**config.mk**
```make
export PLATFORM = sky130hd
export DESIGN_NAME = sccb_cfg_sequencer
export DESIGN_NICKNAME = d
export VERILOG_FILES = /design/src/rtl/cfg_seq_pkg.sv /design/src/rtl/cfg_delay_timer.sv /design/src/rtl/sccb_cfg_sequencer.sv
export SDC_FILE = /design/constraint.sdc
export NUM_CORES = 1
export LEC_CHECK = 0
export CAP_MARGIN = 10
export CELL_PAD_IN_SITES_DETAIL_PLACEMENT = 1
export CELL_PAD_IN_SITES_GLOBAL_PLACEMENT = 1
export CORE_MARGIN = 2
export CORE_UTILIZATION = 34
export CTS_BUF_LIST = sky130_fd_sc_hd__clkbuf_8
export DETAILED_ROUTE_END_ITERATION = 8
export PLACE_DENSITY = 0.86
export SYNTH_ARGS = -nofsm -noshare
export SYNTH_HDL_FRONTEND = slang
export SYNTH_HIERARCHICAL = 1
export SYNTH_SLANG_ARGS = --single-unit
```
**constraint.sdc**
```tcl
create_clock -name iCLK -period 1.7 [get_ports iCLK]
set_input_delay 0.51 -clock iCLK [delete_from_list [all_inputs] [get_ports iCLK]]
set_output_delay 0.51 -clock iCLK [all_outputs]
set_load 0.005 [all_outputs]
```
**src/rtl/cfg_seq_pkg.sv**
```systemverilog
// Shared types and defaults for the SCCB configuration sequencer.
// Optional inline-delay support is enabled with the CFG_DELAY_EN macro.
package cfg_seq_pkg;

  localparam logic [7:0] DEF_SLAVE_ADDR = 8'h42;
  localparam int         DEF_SUB_W      = 8;
  localparam int         DEF_DAT_W      = 8;
  localparam logic [DEF_SUB_W-1:0] DEF_DELAY_SUB = '1;

  typedef enum logic [2:0] {
    ST_IDLE,
    ST_FETCH,
    ST_LATCH,
    ST_ISSUE,
    ST_WAIT_END,
    ST_WAIT_REL,
    ST_DELAY,
    ST_NEXT
  } cfg_state_t;

  typedef struct packed {
    logic [DEF_SUB_W-1:0] sub;
    logic [DEF_DAT_W-1:0] dat;
  } cfg_entry_t;

  // 32x32 multiply clamped to 32 bits, used to size delay entries.
  function automatic logic [31:0] sat_mul32(input logic [31:0] a, input logic [31:0] b);
    logic [63:0] prod;
    prod = {32'd0, a} * {32'd0, b};
    return (|prod[63:32]) ? 32'hFFFF_FFFF : prod[31:0];
  endfunction

endpackage

```
**src/rtl/cfg_delay_timer.sv**
```systemverilog
// Down-counter for inline delay entries: load a 32-bit count, decrement while
// enabled, report when it has reached zero. Only built under CFG_DELAY_EN.
module cfg_delay_timer (
  input  logic        clk,
  input  logic        rst,
  input  logic        load,
  input  logic [31:0] load_val,
  input  logic        count,
  output logic        zero
);

  logic [31:0] cnt;

  always_ff @(posedge clk or posedge rst) begin
    if (rst) begin
      cnt <= '0;
    end else if (load) begin
      cnt <= load_val;
    end else if (count && (cnt != 32'd0)) begin
      cnt <= cnt - 32'd1;
    end
  end

  assign zero = (cnt == 32'd0);

endmodule

```
**src/rtl/sccb_cfg_sequencer.sv**
```systemverilog
// Walks a synchronous {sub_addr, data} config ROM and issues one SCCB write per
// entry with bounded NACK retries. CFG_DELAY_EN adds inline delay entries.
module sccb_cfg_sequencer
  import cfg_seq_pkg::*;
#(
  parameter logic [7:0]       SLAVE_ADDR   = DEF_SLAVE_ADDR,
  parameter int               SUB_W        = 8,
  parameter int               DAT_W        = 8,
  parameter int               LUT_SIZE     = 164,
  parameter int               IDX_W        = 8,
  parameter int               MAX_RETRY    = 3,
  parameter int               DELAY_CYCLES = 100000,
  parameter logic [SUB_W-1:0] DELAY_SUB    = '1
) (
  input  logic                     iCLK,
  input  logic                     iRST,
  input  logic                     iSTART,
  output logic [IDX_W-1:0]         oROM_ADDR,
  input  logic [SUB_W+DAT_W-1:0]   iROM_DATA,
  output logic [8+SUB_W+DAT_W-1:0] oI2C_DATA,
  output logic                     oI2C_GO,
  input  logic                     iI2C_END,
  input  logic                     iI2C_ACK,
  output logic                     oBUSY,
  output logic                     oDONE,
  output logic                     oERROR,
  output logic [IDX_W-1:0]         oERR_INDEX
);

  localparam int RW = $clog2(MAX_RETRY + 2);
  localparam logic [IDX_W-1:0] LAST_IDX  = IDX_W'(LUT_SIZE - 1);
  localparam logic [RW-1:0]    RETRY_MAX = RW'(MAX_RETRY);

  typedef struct packed {
    logic [SUB_W-1:0] sub;
    logic [DAT_W-1:0] dat;
  } entry_t;

  entry_t                     entry;
  cfg_state_t                 state;
  logic [IDX_W-1:0]           index;
  logic [RW-1:0]              retry;
  logic                       go;
  logic                       busy;
  logic                       done;
  logic                       error;
  logic [IDX_W-1:0]           err_index;
  logic [8+SUB_W+DAT_W-1:0]   i2c_data;
  logic                       is_delay;

  assign entry = iROM_DATA;

`ifdef CFG_DELAY_EN
  logic        dly_zero;
  logic [31:0] dly_val;

  assign is_delay = (entry.sub == DELAY_SUB);
  assign dly_val  = sat_mul32(32'(entry.dat), 32'(DELAY_CYCLES));

  cfg_delay_timer u_delay (
    .clk      (iCLK),
    .rst      (iRST),
    .load     ((state == ST_LATCH) && is_delay),
    .load_val (dly_val),
    .count    (state == ST_DELAY),
    .zero     (dly_zero)
  );
`else
  // Delay entries are ordinary writes here; the delay parameters only fold
  // into a sink so they stay referenced.
  logic unused_delay_cfg;
  assign is_delay         = 1'b0;
  assign unused_delay_cfg = ^{DELAY_SUB, 32'(DELAY_CYCLES)};
`endif

  always_ff @(posedge iCLK or posedge iRST) begin
    if (iRST) begin
      state     <= ST_FETCH;
      index     <= '0;
      retry     <= '0;
      go        <= 1'b0;
      busy      <= 1'b0;
      done      <= 1'b0;
      error     <= 1'b0;
      err_index <= '0;
      i2c_data  <= '0;
    end else begin
      // busy tracks whether the state being entered is anything but IDLE
      busy <= 1'b1;
      case (state)
        ST_IDLE: begin
          busy <= iSTART;
          if (iSTART) begin
            done      <= 1'b0;
            error     <= 1'b0;
            err_index <= '0;
            index     <= '0;
            retry     <= '0;
            state     <= ST_FETCH;
          end
        end
        ST_FETCH: state <= ST_LATCH;
        ST_LATCH: begin
          if (is_delay) begin
            state <= ST_DELAY;
          end else begin
            i2c_data <= {SLAVE_ADDR, entry.sub, entry.dat};
            state    <= ST_ISSUE;
          end
        end
        ST_ISSUE: begin
          if (!iI2C_END) begin
            go    <= 1'b1;
            state <= ST_WAIT_END;
          end
        end
        ST_WAIT_END: begin
          if (iI2C_END) begin
            go <= 1'b0;
            if (!iI2C_ACK) begin
              state <= ST_NEXT;
            end else if (retry < RETRY_MAX) begin
              retry <= retry + 1'b1;
              state <= ST_WAIT_REL;
            end else begin
              error     <= 1'b1;
              err_index <= index;
              busy      <= 1'b0;
              state     <= ST_IDLE;
            end
          end
        end
        ST_WAIT_REL: if (!iI2C_END) state <= ST_ISSUE;
`ifdef CFG_DELAY_EN
        ST_DELAY: if (dly_zero) state <= ST_NEXT;
`endif
        ST_NEXT: begin
          retry <= '0;
          if (index == LAST_IDX) begin
            done  <= 1'b1;
            busy  <= 1'b0;
            state <= ST_IDLE;
          end else begin
            index <= index + 1'b1;
            state <= ST_FETCH;
          end
        end
        default: begin
          busy  <= 1'b0;
          state <= ST_IDLE;
        end
      endcase
    end
  end

  assign oROM_ADDR  = index;
  assign oI2C_DATA  = i2c_data;
  assign oI2C_GO    = go;
  assign oBUSY      = busy;
  assign oDONE      = done;
  assign oERROR     = error;
  assign oERR_INDEX = err_index;

endmodule

```
Yosys cells after proc, flatten, opt, wreduce, memory -nomap -nowiden
Cells that the tools add are included.
{"block": "word_totals", "input_bits": 21, "register_bits": 43, "output_inout_bits": 44, "wordCells": 75}
{"block": "op_classes", "n_mux": 35, "n_eq_ne": 16, "order_cmp": 1, "add_sub_neg": 2, "n_reduce_logical": 12}
{"cell": "$mux 8", "n": 5}
{"cell": "$pmux 8 s2", "n": 2}
{"cell": "$mux 3", "n": 10}
{"cell": "$pmux 3 s7", "n": 1}
{"cell": "$ne 2x2->1 const B", "n": 9}
{"cell": "$mux 1", "n": 12}
{"cell": "$reduce_and 5->1", "n": 2}
{"cell": "$eq 3x3->1 const B", "n": 3}
{"cell": "$pmux 3 s3", "n": 1}
{"cell": "$reduce_and 3->1", "n": 3}
{"cell": "$add 8x1->8 const B", "n": 1}
{"cell": "$eq 8x8->1 const B", "n": 1}
{"cell": "$eq 3x2->1 const B", "n": 2}
{"cell": "$pmux 1 s2", "n": 3}
{"cell": "$reduce_bool 2->1", "n": 3}
{"cell": "$pmux 1 s4", "n": 1}
{"cell": "$reduce_and 4->1", "n": 1}
{"cell": "$reduce_or 4->1", "n": 1}
{"cell": "$add 3x1->3 const B", "n": 1}
{"cell": "$eq 3x1->1 const B", "n": 1}
{"cell": "$logic_not 3->1", "n": 1}
{"cell": "$lt 3x2->1 const B", "n": 1}
{"cell": "$reduce_bool 3->1", "n": 1}

Longest topological paths before layout
{"block": "logic_depth", "depth_word": 5, "depth_mapped": 5, "ltp_nobuf": 4}

Worst setup path after synthesis
No wires, ideal clock.
{"block": "synth_timing", "kind": "register to register", "from": "reg state[0]", "to": "reg i2c_data[0] (netlist: oI2C_DATA[0])", "slack_ps": 132, "n_path_buf": 2, "period_less_slack_ps": 1568, "t_required_ps": 1575, "arrival_ps": 1444, "setup_time_ps": 125, "stages_incl_launch_ff": 5, "path_cell_list": "dfstp_2 -> buf_6 -> nor3b_2 -> buf_4 -> mux2_2"}
{"block": "synth_via", "elab_chain_len": 1}
{"element": "start, declared", "line": "sccb_cfg_sequencer.sv:40", "rtl": "cfg_state_t state;"}
{"element": "start signal, assigned", "line": "sccb_cfg_sequencer.sv:78", "rtl": "state <= ST_FETCH;"}
{"element": "start signal, assigned", "line": "sccb_cfg_sequencer.sv:99", "rtl": "state <= ST_FETCH;"}
{"element": "start signal, assigned", "line": "sccb_cfg_sequencer.sv:102", "rtl": "ST_FETCH: state <= ST_LATCH;"}
{"element": "$eq 3x2->1", "line": "sccb_cfg_sequencer.sv:90", "rtl": "case (state)"}
{"element": "end signal, assigned", "line": "sccb_cfg_sequencer.sv:107", "rtl": "i2c_data <= {SLAVE_ADDR, entry.sub, entry.dat};"}
{"element": "end, declared", "line": "sccb_cfg_sequencer.sv:48", "rtl": "logic [8+SUB_W+DAT_W-1:0] i2c_data;"}
Every way passes these cells.
A chain may end at the register's enable or synchronous reset.

Worst setup path after layout
{"block": "layout_timing", "from": "reg err_index[2] (netlist: oERR_INDEX[2])", "to": "out oERR_INDEX[2]"}
{"element": "start, declared", "line": "sccb_cfg_sequencer.sv:47", "rtl": "logic [IDX_W-1:0] err_index;"}
{"element": "start signal, assigned", "line": "sccb_cfg_sequencer.sv:127", "rtl": "err_index <= index;"}
{"element": "end, declared", "line": "sccb_cfg_sequencer.sv:27", "rtl": "output logic [IDX_W-1:0] oERR_INDEX"}
No word-level cell between the ends.

==> impl_metrics.json <==
{
  "hold_ws_ps": 497,
  "drt_first_pass_iters": 4,
  "first_global_vias": 1971,
  "seq_area_frac_synth": 0.497,
  "placeableCoreArea_um2": 6280,
  "initial_cell_density_of_the_core": 0.346,
  "numClockSinks": 43,
  "global_route_wire_length_before_repair_um": 9930,
  "wl_per_cell_um": 16.7,
  "cts.clk_slew.worst_paths_ps": 90,
  "std_cell_rows": 29,
  "post_route_cells_drive_above_1_share": 0.289,
  "synth_cell_type_count": 54,
  "avgViaCountPerCell": 5.22,
  "final_period_minus_worst_setup_slack_ps": 1670,
  "largest_net_degree_at_the_start_of_global_routing": 44,
  "crit_arrival_ps": 1160,
  "maxSlewViolCount": 0,
  "cts_tree": "built",
  "timing.critical_path.cells": "clkdlybuf4s50_1",
  "initialDrtViolationCount": 73,
  "cts_buffer_depth": 2,
  "cts_inserted_buffers": 5,
  "global_route.usage.total": 0.177,
  "dieWidth_um": 83.9,
  "critical_path_max_stage_delay_ps": 500,
  "register_to_register_path_depth": 5,
  "setup_viol": 0,
  "die_height_um": 83.9,
  "status": "completed",
  "timing.critical_path.max_delay_family": "buffers and inverters",
  "dominantRegCellSynth": "dfrtp_1",
  "slowest_library_cell_on_the_worst_path": "clkdlybuf4s50_1",
  "ys_seq_elements": 43,
  "count_of_maximum_capacitance_violations": 0,
  "ctsHtreeMaxLevel": 2,
  "timing.critical_path.to_type": "primary output",
  "maxClockFrequency_ghz": 0.600,
  "port_buffers": 58,
  "post_detailed_routing_wire_length_um": 6260,
  "crit_buf_inv": 1,
  "io-pin-count": 65,
  "pwr_total_mw": 4.93,
  "synthesis.yosys.warnings": 6,
  "p_per_area_nw_per_um2": 1480,
  "worst-setup-path-type": "reg2out",
  "final_worst_path_period_share": 0.981,
  "fp.dieArea_um2": 7040,
  "net_total_in_the_final_layout": 320,
  "postSynth.asyncResetShare": 1.00,
  "insertion_delay_ps": 310,
  "post_synth_inst_count": 198,
  "clock-skew-final_ps": 14.9,
  "hold_path_class": "reg2reg",
  "filler_cell_count": 681,
  "worst_ep_required_time_ps": 1190,
  "number_of_hold_violations_in_the_final_report": 0,
  "post-route-util": 0.533,
  "dpl.hpwl_um": 4140,
  "ir_worst_vdd_v": 0.000866,
  "leakagePower_nw": 1.75,
  "hold_path_depth": 2,
  "route.detailed.drc": 0,
  "synth-edff-count": 0,
  "syn-mean-instance-area_um2": 11.0,
  "clockRootBuffer": "clkbuf_8",
  "post_synth_instance_area_um2": 2170,
  "critPathMaxFanout": 2,
  "area_delta_synth_final_pct": 54.1,
  "routabilityCongestion": 0.773,
  "insertedDiodeCount": 0,
  "vias": 1958,
  "initial_antenna_violation_count": 0,
  "grt_overflow": 0,
  "post_detailed_route_count_of_antenna_violating_nets": 0,
  "timing.critical_path.depth": 1,
  "startpoint_type": "flop"
}
## cell type report
class                   count  area, um2  share of cell area
multi-input cells         136        978               0.293
well taps                  77       96.3              0.0288
clock buffers               5       68.8              0.0206
repair buffers            106       1030               0.309
inverters                   5       18.8             0.00561
flip-flops and latches     43       1080               0.324
clock inverters             3       63.8              0.0191
## per-layer routing
| layer | wire length (um) | up-vias | share of wire | track usage |
|---|---|---|---|---|
| li1 | - | 917 | - | - |
| met1 | 2730 | 965 | 0.44 | 0.230 |
| met2 | 3110 | 68 | 0.50 | 0.294 |
| met3 | 322 | 8 | 0.051 | 0.0406 |
| met4 | 96 | 0 | 0.015 | 0.0572 |
| met5 | 0 | - | 0 | 0 |
## power breakdown
| part | internal, mW | switching [mW] | leakage, nW |
|---|---|---|---|
| Clock | 0.582 | 0.377 | 0.0695 |
| Sequential | 1.39 | 0.299 | 0.522 |
| Combinational | 1.36 | 0.928 | 1.16 |
## synthesized netlist by cell type (2+ instances only)
cell type   n  share of area
nand3_1     9          0.021
nor2_1      3         0.0052
mux2i_1     4          0.018
dfrtp_1    42           0.48
o21ai_0     3         0.0069
a31o_2      2         0.0081
buf_4      11          0.038
inv_1       5         0.0087
nor4_1      2         0.0058
mux2_2     16          0.083
nand4_1     2         0.0058
o31ai_1     2         0.0069
a2bb2oi_1   2         0.0081
clkbuf_1    5         0.0087
nor3b_2     2          0.012
or3_1       2         0.0058
or4_1       3          0.010
buf_2       2         0.0046
nand2_1    24          0.042
ha_1        2          0.012
and4b_1     2         0.0092
nor2b_1     2         0.0058
a21oi_1     7          0.016
o22ai_1     7          0.020
o2111ai_1   2         0.0081
a211o_1     2         0.0081
nand3b_1    2         0.0069
nand2b_1    3         0.0087
a21boi_0    2         0.0069
o211ai_1    2         0.0069
## worst paths after layout
kind                                            from                  endpoint  slack (ps)
max                        oERR_INDEX[2]$_DFFE_PP0P_             oERR_INDEX[2]          30
min                                oDONE$_DFFE_PP0P_         oDONE$_DFFE_PP0P_         500
max reg2reg                 oROM_ADDR[1]$_DFFE_PP0P_  oROM_ADDR[1]$_DFFE_PP0P_          60
min reg2reg                        oDONE$_DFFE_PP0P_         oDONE$_DFFE_PP0P_         500
max in group asynchronous                       iRST      state[0]$_DFFE_PP1P_         840
min in group asynchronous                       iRST  oI2C_DATA[6]$_DFFE_PP0N_         580
## flip-flops by register name (all words and copies together), names as in the netlist
name,cells
state,3
retry,3
oERROR,1
oROM_ADDR,8
oDONE,1
oERR_INDEX,8
oI2C_DATA,17
oBUSY,1
oI2C_GO,1
## stage by stage
step | setup slack, ps | instances | cell area, um2 | TNS [ps]
2_1_floorplan | 132 | 203 | 2190 | 0
3_3_place_gp | -253 | 344 | 2970 | -2720
3_5_place_dp | -297 | 344 | 2970 | -3460
4_1_cts | 0.621 | 360 | 3160 | 0
5_1_grt | -10.5 | 375 | 3340 | -13.4
6_report | 32.0 | 375 | 3340 | 0
## cell usage in the layout (no fill, tap or decap), types with 3 or more instances in the layout
cell type / n
a21oi_1: 7
buf_12: 3
buf_4: 45
clkbuf_8: 5
clkdlybuf4s50_1: 24
conb_1: 6
dfrtp_1: 37
dfrtp_2: 5
dlygate4sd2_1: 8
dlymetal6s2s_1: 26
inv_1: 6
mux2_2: 16
mux2i_1: 4
nand2_1: 24
nand2b_1: 3
nand3_1: 9
nor2_1: 3
o21ai_0: 3
o22ai_1: 7
or4_1: 3
## repair_timing
item                                    CTS  global route
hold endpoints to repair                  0             0
resized for setup                        12            29
endpoints found under the setup margin   14            32
hold buffers                              0             0
buffers inserted                          8            15
## cell families after synthesis
group,after synthesis,share of synthesized area
AO/OA/AOI/OAI,41,0.136
XOR/XNOR,1,0.00404
adder cells (fa/ha/maj),2,0.0115
buffers and inverters,24,0.0652
flip-flops,43,0.497
multiplexers,20,0.101
other,1,0.00173
AND/OR/NAND/NOR,66,0.183
Power figures use the tool's default switching activity.
